--- config.mk ---
export PLATFORM = sky130hd
export DESIGN_NAME = syn_rst_seq
export DESIGN_NICKNAME = d
export VERILOG_FILES = /design/src/rtl/syn_rst_pkg.sv /design/src/rtl/syn_bit_sync.sv /design/src/rtl/syn_rst_seq.sv
export SDC_FILE = /design/constraint.sdc
export NUM_CORES = 1
export LEC_CHECK = 0
export ABC_AREA = 0
export CAP_MARGIN = 25
export CORE_UTILIZATION = 51
export DETAILED_ROUTE_END_ITERATION = 16
export PLACE_DENSITY = 0.76
export SKIP_LAST_GASP = 1
export SYNTH_ARGS = -nofsm -noshare
export SYNTH_HDL_FRONTEND = slang
export SYNTH_SLANG_ARGS = --single-unit
--- constraint.sdc ---
create_clock -name clk_ir -period 5.4 [get_ports clk_ir]
set_input_delay 0.81 -clock clk_ir [delete_from_list [all_inputs] [get_ports clk_ir]]
set_output_delay 0.81 -clock clk_ir [all_outputs]
set_load 0.1 [all_outputs]
--- src/rtl/syn_rst_pkg.sv ---
// Shared types and limits for the reset sequencer.
package syn_rst_pkg;

    typedef enum logic [1:0] {
        HOLD,
        RELEASE,
        WAIT_ACK,
        DONE
    } syn_rst_seq_st_t;

    localparam int SYN_RST_MAX_DOMAINS = 8;

endpackage

--- src/rtl/syn_bit_sync.sv ---
// Single-bit flop-chain synchronizer with async reset and a synchronous clear.
module syn_bit_sync #(
    parameter int NO_OF_SYNC_STAGES = 2
) (
    input  logic clk_ir,
    input  logic rst_async_il,
    input  logic clr,
    input  logic d,
    output logic q
);

    logic [NO_OF_SYNC_STAGES-1:0] chain_reg;

    always_ff @(posedge clk_ir or negedge rst_async_il) begin
        if (!rst_async_il) begin
            chain_reg <= '0;
        end else if (clr) begin
            chain_reg <= '0;
        end else begin
            chain_reg <= {chain_reg[NO_OF_SYNC_STAGES-2:0], d};
        end
    end

    assign q = chain_reg[NO_OF_SYNC_STAGES-1];

endmodule

--- src/rtl/syn_rst_seq.sv ---
// Reset sequencer: holds all domain resets, then releases them one at a time on ack.
// Optional per-domain ack timeout is built when SYN_RST_SEQ_TIMEOUT_EN is defined.
module syn_rst_seq
    import syn_rst_pkg::*;
#(
    parameter int NUM_DOMAINS       = 4,
    parameter int HOLD_CYCLES       = 16,
    parameter int NO_OF_SYNC_STAGES = 2,
    parameter int TIMEOUT_CYCLES    = 1024
) (
    input  logic                   clk_ir,
    input  logic                   rst_async_il,
    input  logic                   sw_rst_req_i,
    input  logic [NUM_DOMAINS-1:0] rst_ack_i,
    output logic [NUM_DOMAINS-1:0] rst_o_l,
    output logic                   busy_o,
    output logic                   done_o,
    output logic                   timeout_o,
    output logic [2:0]             timeout_idx_o
);

    localparam int HOLD_W = $clog2(HOLD_CYCLES + 1);
    localparam int IDX_W  = (NUM_DOMAINS > 1) ? $clog2(NUM_DOMAINS) : 1;
    localparam logic [HOLD_W-1:0] HOLD_LAST = HOLD_W'(HOLD_CYCLES - 1);
    localparam logic [IDX_W-1:0]  IDX_LAST  = IDX_W'(NUM_DOMAINS - 1);
    localparam bit CFG_OK = (NUM_DOMAINS >= 1) && (NUM_DOMAINS <= SYN_RST_MAX_DOMAINS) &&
                            (HOLD_CYCLES >= 1) && (HOLD_CYCLES <= 65535) &&
                            (NO_OF_SYNC_STAGES >= 2) && (TIMEOUT_CYCLES >= 1);

    if (!CFG_OK) begin : g_bad_cfg
        $error("syn_rst_seq: parameter out of legal range");
    end

    syn_rst_seq_st_t        state_reg;
    logic [HOLD_W-1:0]      hold_cnt_reg;
    logic [IDX_W-1:0]       idx_reg;
    logic [NUM_DOMAINS-1:0] rst_l_reg;
    logic                   busy_reg;
    logic                   done_reg;
    logic [NUM_DOMAINS-1:0] ack_sync;
    logic                   ack_cur;
    logic                   advance;

    // Each ack chain is held clear while its domain is in reset, so a stale or
    // constantly-high ack is only seen after a full synchronizer latency.
    genvar gi;
    generate
        for (gi = 0; gi < NUM_DOMAINS; gi++) begin : g_ack_sync
            syn_bit_sync #(
                .NO_OF_SYNC_STAGES(NO_OF_SYNC_STAGES)
            ) u_sync (
                .clk_ir      (clk_ir),
                .rst_async_il(rst_async_il),
                .clr         (~rst_l_reg[gi]),
                .d           (rst_ack_i[gi]),
                .q           (ack_sync[gi])
            );
        end
    endgenerate

    assign ack_cur = ack_sync[idx_reg];

`ifdef SYN_RST_SEQ_TIMEOUT_EN
    localparam int WAIT_W = $clog2(TIMEOUT_CYCLES + 1);
    localparam logic [WAIT_W-1:0] WAIT_LAST = WAIT_W'(TIMEOUT_CYCLES - 1);

    logic [WAIT_W-1:0] wait_cnt_reg;
    logic              timeout_reg;
    logic [IDX_W-1:0]  timeout_idx_reg;
    logic              wait_expired;

    assign wait_expired = (wait_cnt_reg == WAIT_LAST) && !ack_cur;
    assign advance      = ack_cur || wait_expired;

    always_ff @(posedge clk_ir or negedge rst_async_il) begin
        if (!rst_async_il) begin
            wait_cnt_reg    <= '0;
            timeout_reg     <= 1'b0;
            timeout_idx_reg <= '0;
        end else if (sw_rst_req_i) begin
            wait_cnt_reg <= '0;
            timeout_reg  <= 1'b0;
        end else if (state_reg == RELEASE) begin
            wait_cnt_reg <= '0;
        end else if (state_reg == WAIT_ACK) begin
            wait_cnt_reg <= wait_cnt_reg + 1'b1;
            if (wait_expired) begin
                timeout_reg <= 1'b1;
                if (!timeout_reg) begin
                    timeout_idx_reg <= idx_reg;
                end
            end
        end
    end

    assign timeout_o     = timeout_reg;
    assign timeout_idx_o = 3'(timeout_idx_reg);
`else
    assign advance       = ack_cur;
    assign timeout_o     = 1'b0;
    assign timeout_idx_o = 3'b000;
`endif

    always_ff @(posedge clk_ir or negedge rst_async_il) begin
        if (!rst_async_il) begin
            state_reg    <= HOLD;
            hold_cnt_reg <= '0;
            idx_reg      <= '0;
            rst_l_reg    <= '0;
            busy_reg     <= 1'b1;
            done_reg     <= 1'b0;
        end else if (sw_rst_req_i) begin
            state_reg    <= HOLD;
            hold_cnt_reg <= '0;
            idx_reg      <= '0;
            rst_l_reg    <= '0;
            busy_reg     <= 1'b1;
            done_reg     <= 1'b0;
        end else begin
            case (state_reg)
                HOLD: begin
                    if (hold_cnt_reg == HOLD_LAST) begin
                        state_reg <= RELEASE;
                        idx_reg   <= '0;
                    end else begin
                        hold_cnt_reg <= hold_cnt_reg + 1'b1;
                    end
                end
                RELEASE: begin
                    rst_l_reg[idx_reg] <= 1'b1;
                    state_reg          <= WAIT_ACK;
                end
                WAIT_ACK: begin
                    if (advance) begin
                        if (idx_reg == IDX_LAST) begin
                            state_reg <= DONE;
                            busy_reg  <= 1'b0;
                            done_reg  <= 1'b1;
                        end else begin
                            idx_reg   <= idx_reg + 1'b1;
                            state_reg <= RELEASE;
                        end
                    end
                end
                DONE: begin
                    rst_l_reg <= '1;
                end
                default: begin
                    state_reg <= HOLD;
                end
            endcase
        end
    end

    assign rst_o_l = rst_l_reg;
    assign busy_o  = busy_reg;
    assign done_o  = done_reg;

endmodule

======== Yosys cells after proc, flatten, opt, wreduce, memory -nomap -nowiden ========
Cells that the tools add are included.
cells by class
  add/subtract/negate cells ............... 2
  $mul .................................... 0
  div/mod/pow operators ................... 0
  magnitude comparators ................... 2
  eq/ne operators ......................... 9
  shift-type cells ........................ 0
  mux-type cells .......................... 31
  bitwise logic cells ..................... 1
  reduce and logical (&&, ||, !) cells .... 13
operator list
  kind                   count
  $mux W2                12
  $mux W5                3
  $mux W1                10
  $ne A3 B3 Y1 const B   3
  $pmux W4 S2            1
  $reduce_bool A2 Y1     4
  $eq A2 B2 Y1 const B   3
  $pmux W2 S3            1
  $reduce_and A3 Y1      2
  $reduce_bool A3 Y1     2
  $add A5 B1 Y5 const B  1
  $eq A5 B4 Y1 const B   1
  $mux W4                1
  $or A4 B4 Y4           1
  $pmux W2 S2            1
  $reduce_and A4 Y1      1
  $reduce_bool A4 Y1     1
  $lt A2 B3 Y1 const B   1
  $add A2 B1 Y2 const B  1
  $bmux W1 S2            1
  $demux W1 S2           1
  $eq A2 B1 Y1 const B   1
  $ge A2 B1 Y1 const B   1
  $logic_not A2 Y1       1
  other kinds (3)        3
storage, ports and cells
  flip-flop bits (word level) ............. 23
  latch bits .............................. 0
  bits in writable memories ............... 0
  ROM bits ................................ 0
  bits of input ports ..................... 7
  output and inout bits ................... 10
  word-level logic and storage cells ...... 68
  memories ................................ 0

======== Longest topological paths before layout ========
  word-level depth ........................ 7
  mapped depth ............................ 8
  depth with buffers taken out ............ 7

======== By module ========
Synthesis repeated with hierarchy kept, for this count alone.
unflattened totals
  cell total of the unflattened synthesis .. 112
  area, all modules ....................... 1193.6 um^2
by module, submodules not included
  module        instances  cells an instance  area each (um^2)  seq. area each (um^2)
  syn_rst_seq   1          96                 943.4             376.6
  syn_bit_sync  4          4                  62.6              50.0

======== Worst setup path after synthesis ========
Ideal clock, no wire load.
  kind .................................... flip-flop to flip-flop
  start ................................... register hold_cnt_reg[0]
  end ..................................... register state_reg[1]
  arrival ................................. 1.727 ns
  data required time ...................... 5.329 ns
  path slack .............................. 3.602 ns
  cell stages (with the launch flop) ...... 8
  buffers on the path ..................... 0
  period minus slack after synthesis ...... 1.798 ns
  path through ............................ dfrtp_1 ha_1 and3_1 ha_1 or2b_2 o211ai_2 mux2_1 nor2_1
between the ends
  cells in the longest elaborated chain, start to end .. 3
RTL lines
  item                                RTL line            text
  start: declaration                  syn_rst_seq.sv:35   logic [HOLD_W-1:0] hold_cnt_reg;
  start signal: assignment            syn_rst_seq.sv:126  hold_cnt_reg <= hold_cnt_reg + 1'b1;
  $eq A5 B4 Y1                        syn_rst_seq.sv:122  if (hold_cnt_reg == HOLD_LAST) begin
  $ne A3 B3 Y1 (no source line)       --
  $reduce_and A3 Y1 (no source line)  --
  end signal: assignment              syn_rst_seq.sv:123  state_reg <= RELEASE;
  end signal: assignment              syn_rst_seq.sv:131  state_reg <= WAIT_ACK;
  end signal: assignment              syn_rst_seq.sv:136  state_reg <= DONE;
  end: declaration                    syn_rst_seq.sv:34   syn_rst_seq_st_t state_reg;
No other way between the ends.
A chain may end at the register's enable or synchronous reset.

======== Final worst setup path ========
  start ................................... register busy_reg (netlist: busy_o)
  end ..................................... output busy_o
RTL lines
  item                      RTL line            text
  start: declaration        syn_rst_seq.sv:38   logic busy_reg;
  start signal: assignment  syn_rst_seq.sv:110  busy_reg <= 1'b1;
  start signal: assignment  syn_rst_seq.sv:117  busy_reg <= 1'b1;
  start signal: assignment  syn_rst_seq.sv:137  busy_reg <= 1'b0;
  end: declaration          syn_rst_seq.sv:16   output logic busy_o,
No word-level cell between the ends.

==> summary.md <==
| Metric | Value |
|---|---|
| Status | finished, final reports clean |
| Antenna-violating nets left | 0 |
| Max incr delay on CP | 1.12 ns |
| Antenna cell count | 0 |
| Final-report max-slew violation count | 0 |
| First-pass GRT wire length | 3470 um |
| Total CTS buffers | 3 |
| Mapped cell area | 1190 um^2 |
| Fillers | 189 |
| Final Cycle Share | 51.6% |
| R2r setup slk | 3.19 ns |
| DRT iter0 DRCs | 10 |
| Largest net degree at the start of global routing | 24 |
| Vias | 797 |
| Post-synth EDFFs | 0 |
| Unrepaired setup endpoints after global routing | false |
| Pleak | 0.599 nW |
| Worst Path Buf+Inv | 1 |
| Slew margin rel. | 35.3% |
| Synth area leaders | dfrtp_1, ha_1, and2_1 |
| Worst-path cell chain | clkdlybuf4s50_1 |
| DP Wirelength | 1520 um |
| Routed WL per cell | 13.6 um |
| Clock skew | 0.00402 ns |
| Fin crit period | 2.79 ns |
| Hold Vio Cnt, Final | 0 |
| Avg Cell Area, Syn | 10.9 um^2 |
| Top FF cell, synth | dfrtp_1 |
| Layout net count | 140 |
| Reg clk slew, reported paths | 0.13 ns |
| Crit path max-delay family | buffers and inverters |
| Mapped Cells | 109 |
| Post-CTS Setup Repair Bufs | 0 |
| Sequential area share after synthesis | 48.4% |
| Slowest CP cell | clkdlybuf4s50_1 |
| Drt drc | 0 |
| Setup_tns | 0 ns |
| I/O pin total | 17 |
| Vias/cell | 5.31 |
| Antenna violations before repair | 0 |
| Crit Path Category | flip-flop to primary output |
| Final WL | 2040 um |
| GRT Total Usage | 18.8% |
| Worst-Margin Slew | 0.968 ns |
| WP data required | 4.59 ns |
| Final setup vio count | 0 |
| Die width | 50.3 um |
| DR pass1 iterations | 4 |
| Std-Cell Rows | 17 |
| GR Overflow Total | 0 |
| Layout cell share with drive strength beyond 1 | 9.02% |
| Vias in the first global route | 807 |
| Ys async rst share | 100% |
| Die H | 50.3 um |
| Fmax | 359 MHz |
| Final Core Density | 61.2% |
| Power density of the placed cells | 253 nW/um^2 |
| Worst VDD drop | 0.000193 V |
| Worst EP arrival | 1.98 ns |
| Syn. warnings | 0 |
| Post-synth top area share | 46.2% |
| Initial Util | 53.8% |
| Cts repair resizes | 0 |
| Synth area leader | dfrtp_1 |
| Core area | 2210 um^2 |
| CTS Root Cell | clkbuf_4 |
| Sink Count | 23 |
| CP Capture Type | primary output |
| TritonCTS clock tree | done |
| Synth-to-layout area growth | 13.7% |
| Placer Congestion | 0.767 |
| CP Max Fanout | 2 |
| Port Buffers | 12 |
| Clock latency on the worst-skew pair | 0.31 ns |
| Distinct cells, synth | 34 |
| Clock Path Buffers | 2 |
| Startpoint Class | flip-flop |
| Max reg flops | 8 |
| H-tree depth | 1 |
| #FFs+latches synth | 23 |
| Max Cap Viol | 0 |
| Hold Crit Class | flip-flop to flip-flop |
| Hold_buf cts | 0 |
| Die ar. | 2530 um^2 |
cells in the final DEF (no fill, tap or decap), types with 2 or more instances in the layout:
| cell | n |
|---|---|
| dfrtp_1 | 22 |
| clkdlybuf4s50_1 | 12 |
| nor2_1 | 11 |
| inv_1 | 10 |
| ha_1 | 10 |
| and2_1 | 8 |
| a21oi_1 | 6 |
| o21ai_0 | 5 |
| conb_1 | 4 |
| mux2i_1 | 3 |
| clkbuf_4 | 3 |
| or3_1 | 2 |
| nand2_1 | 2 |
| nand4_1 | 2 |
| xor2_1 | 2 |
power by group:
| group | internal (mW) | switching (mW) |
|---|---|---|
| clock | 0.0289 | 0.0517 |
| combinational | 0.0250 | 0.0465 |
| sequential | 0.181 | 0.00931 |
| total | 0.235 | 0.108 |
cells in the mapped netlist, drive strengths merged, types with 3 or more instances:
cell type and count:
dfrtp 22, nor2 11, ha 10, inv 10, and2 9, buf 7, a21oi 6, o21ai 5
mux2i 3
area by class of cell:
cell class / count / area (um^2) / share of cell area [%]
Timing Repair Buffer: 13 / 148 / 10.9
Clock buffer: 4 / 26.3 / 1.94
Multi-Input combinational cell: 72 / 531 / 39.2
Tap cell: 28 / 35.0 / 2.59
Sequential cell: 23 / 577 / 42.6
Inverter: 10 / 37.5 / 2.77
layer usage:
| layer | global-route usage, % | share of wire (%) | vias up |
|---|---|---|---|
| li1 | - | - | 380 |
| met1 | 22.1 | 44 | 396 |
| met2 | 34.4 | 51 | 17 |
| met3 | 1.82 | 2.4 | 4 |
| met4 | 8.33 | 1.9 | 0 |
| met5 | 0 | 0 | - |
worst reg2reg max path, delay by kind of cell, from the launching register on:
family	cells	cell delay, ns
flip-flops	1	0.43
AND/OR/NAND/NOR	4	1.13
adder cells (fa/ha/maj)	2	0.43
AO/OA/AOI/OAI	1	0.11
metrics by stage:
stage          hold WS, ns  worst slack, ns  cell area, um^2  total power [mW]  instances
6_report             0.475             2.61             1350             0.343        150
5_1_grt              0.489             2.56             1350             0.356        150
2_1_floorplan        0.434             3.60             1200             0.247        112
4_1_cts              0.480             2.59             1330             0.344        149
3_3_place_gp         0.442             2.97             1300             0.258        145
3_5_place_dp         0.451             2.96             1300             0.264        145
path summary, 6_finish.rpt:
check | startpoint | end | depth (start not counted)
max in group asynchronous | rst_async_il | g_ack_sync[2].u_sync.chain_reg[1] | 2
min reg2reg | g_ack_sync[3].u_sync.chain_reg[0] | g_ack_sync[3].u_sync.chain_reg[1] | 1
min in group asynchronous | rst_async_il | idx_reg[1] | 1
min | g_ack_sync[3].u_sync.chain_reg[0] | g_ack_sync[3].u_sync.chain_reg[1] | 1
max | busy_o | busy_o | 1
max reg2reg | hold_cnt_reg[0] | idx_reg[1] | 7
logic make-up after synthesis:
family / Yosys count / share of synthesized area [%]
compound gates: 18 / 10.3
xor+xnor: 3 / 2.21
fa+ha+maj: 10 / 10.5
buf+inv: 17 / 7.98
flops: 23 / 48.4
mux: 5 / 5.36
other cells: 1 / 0.315
simple gates: 32 / 14.9
Power figures use the tool's default switching activity.
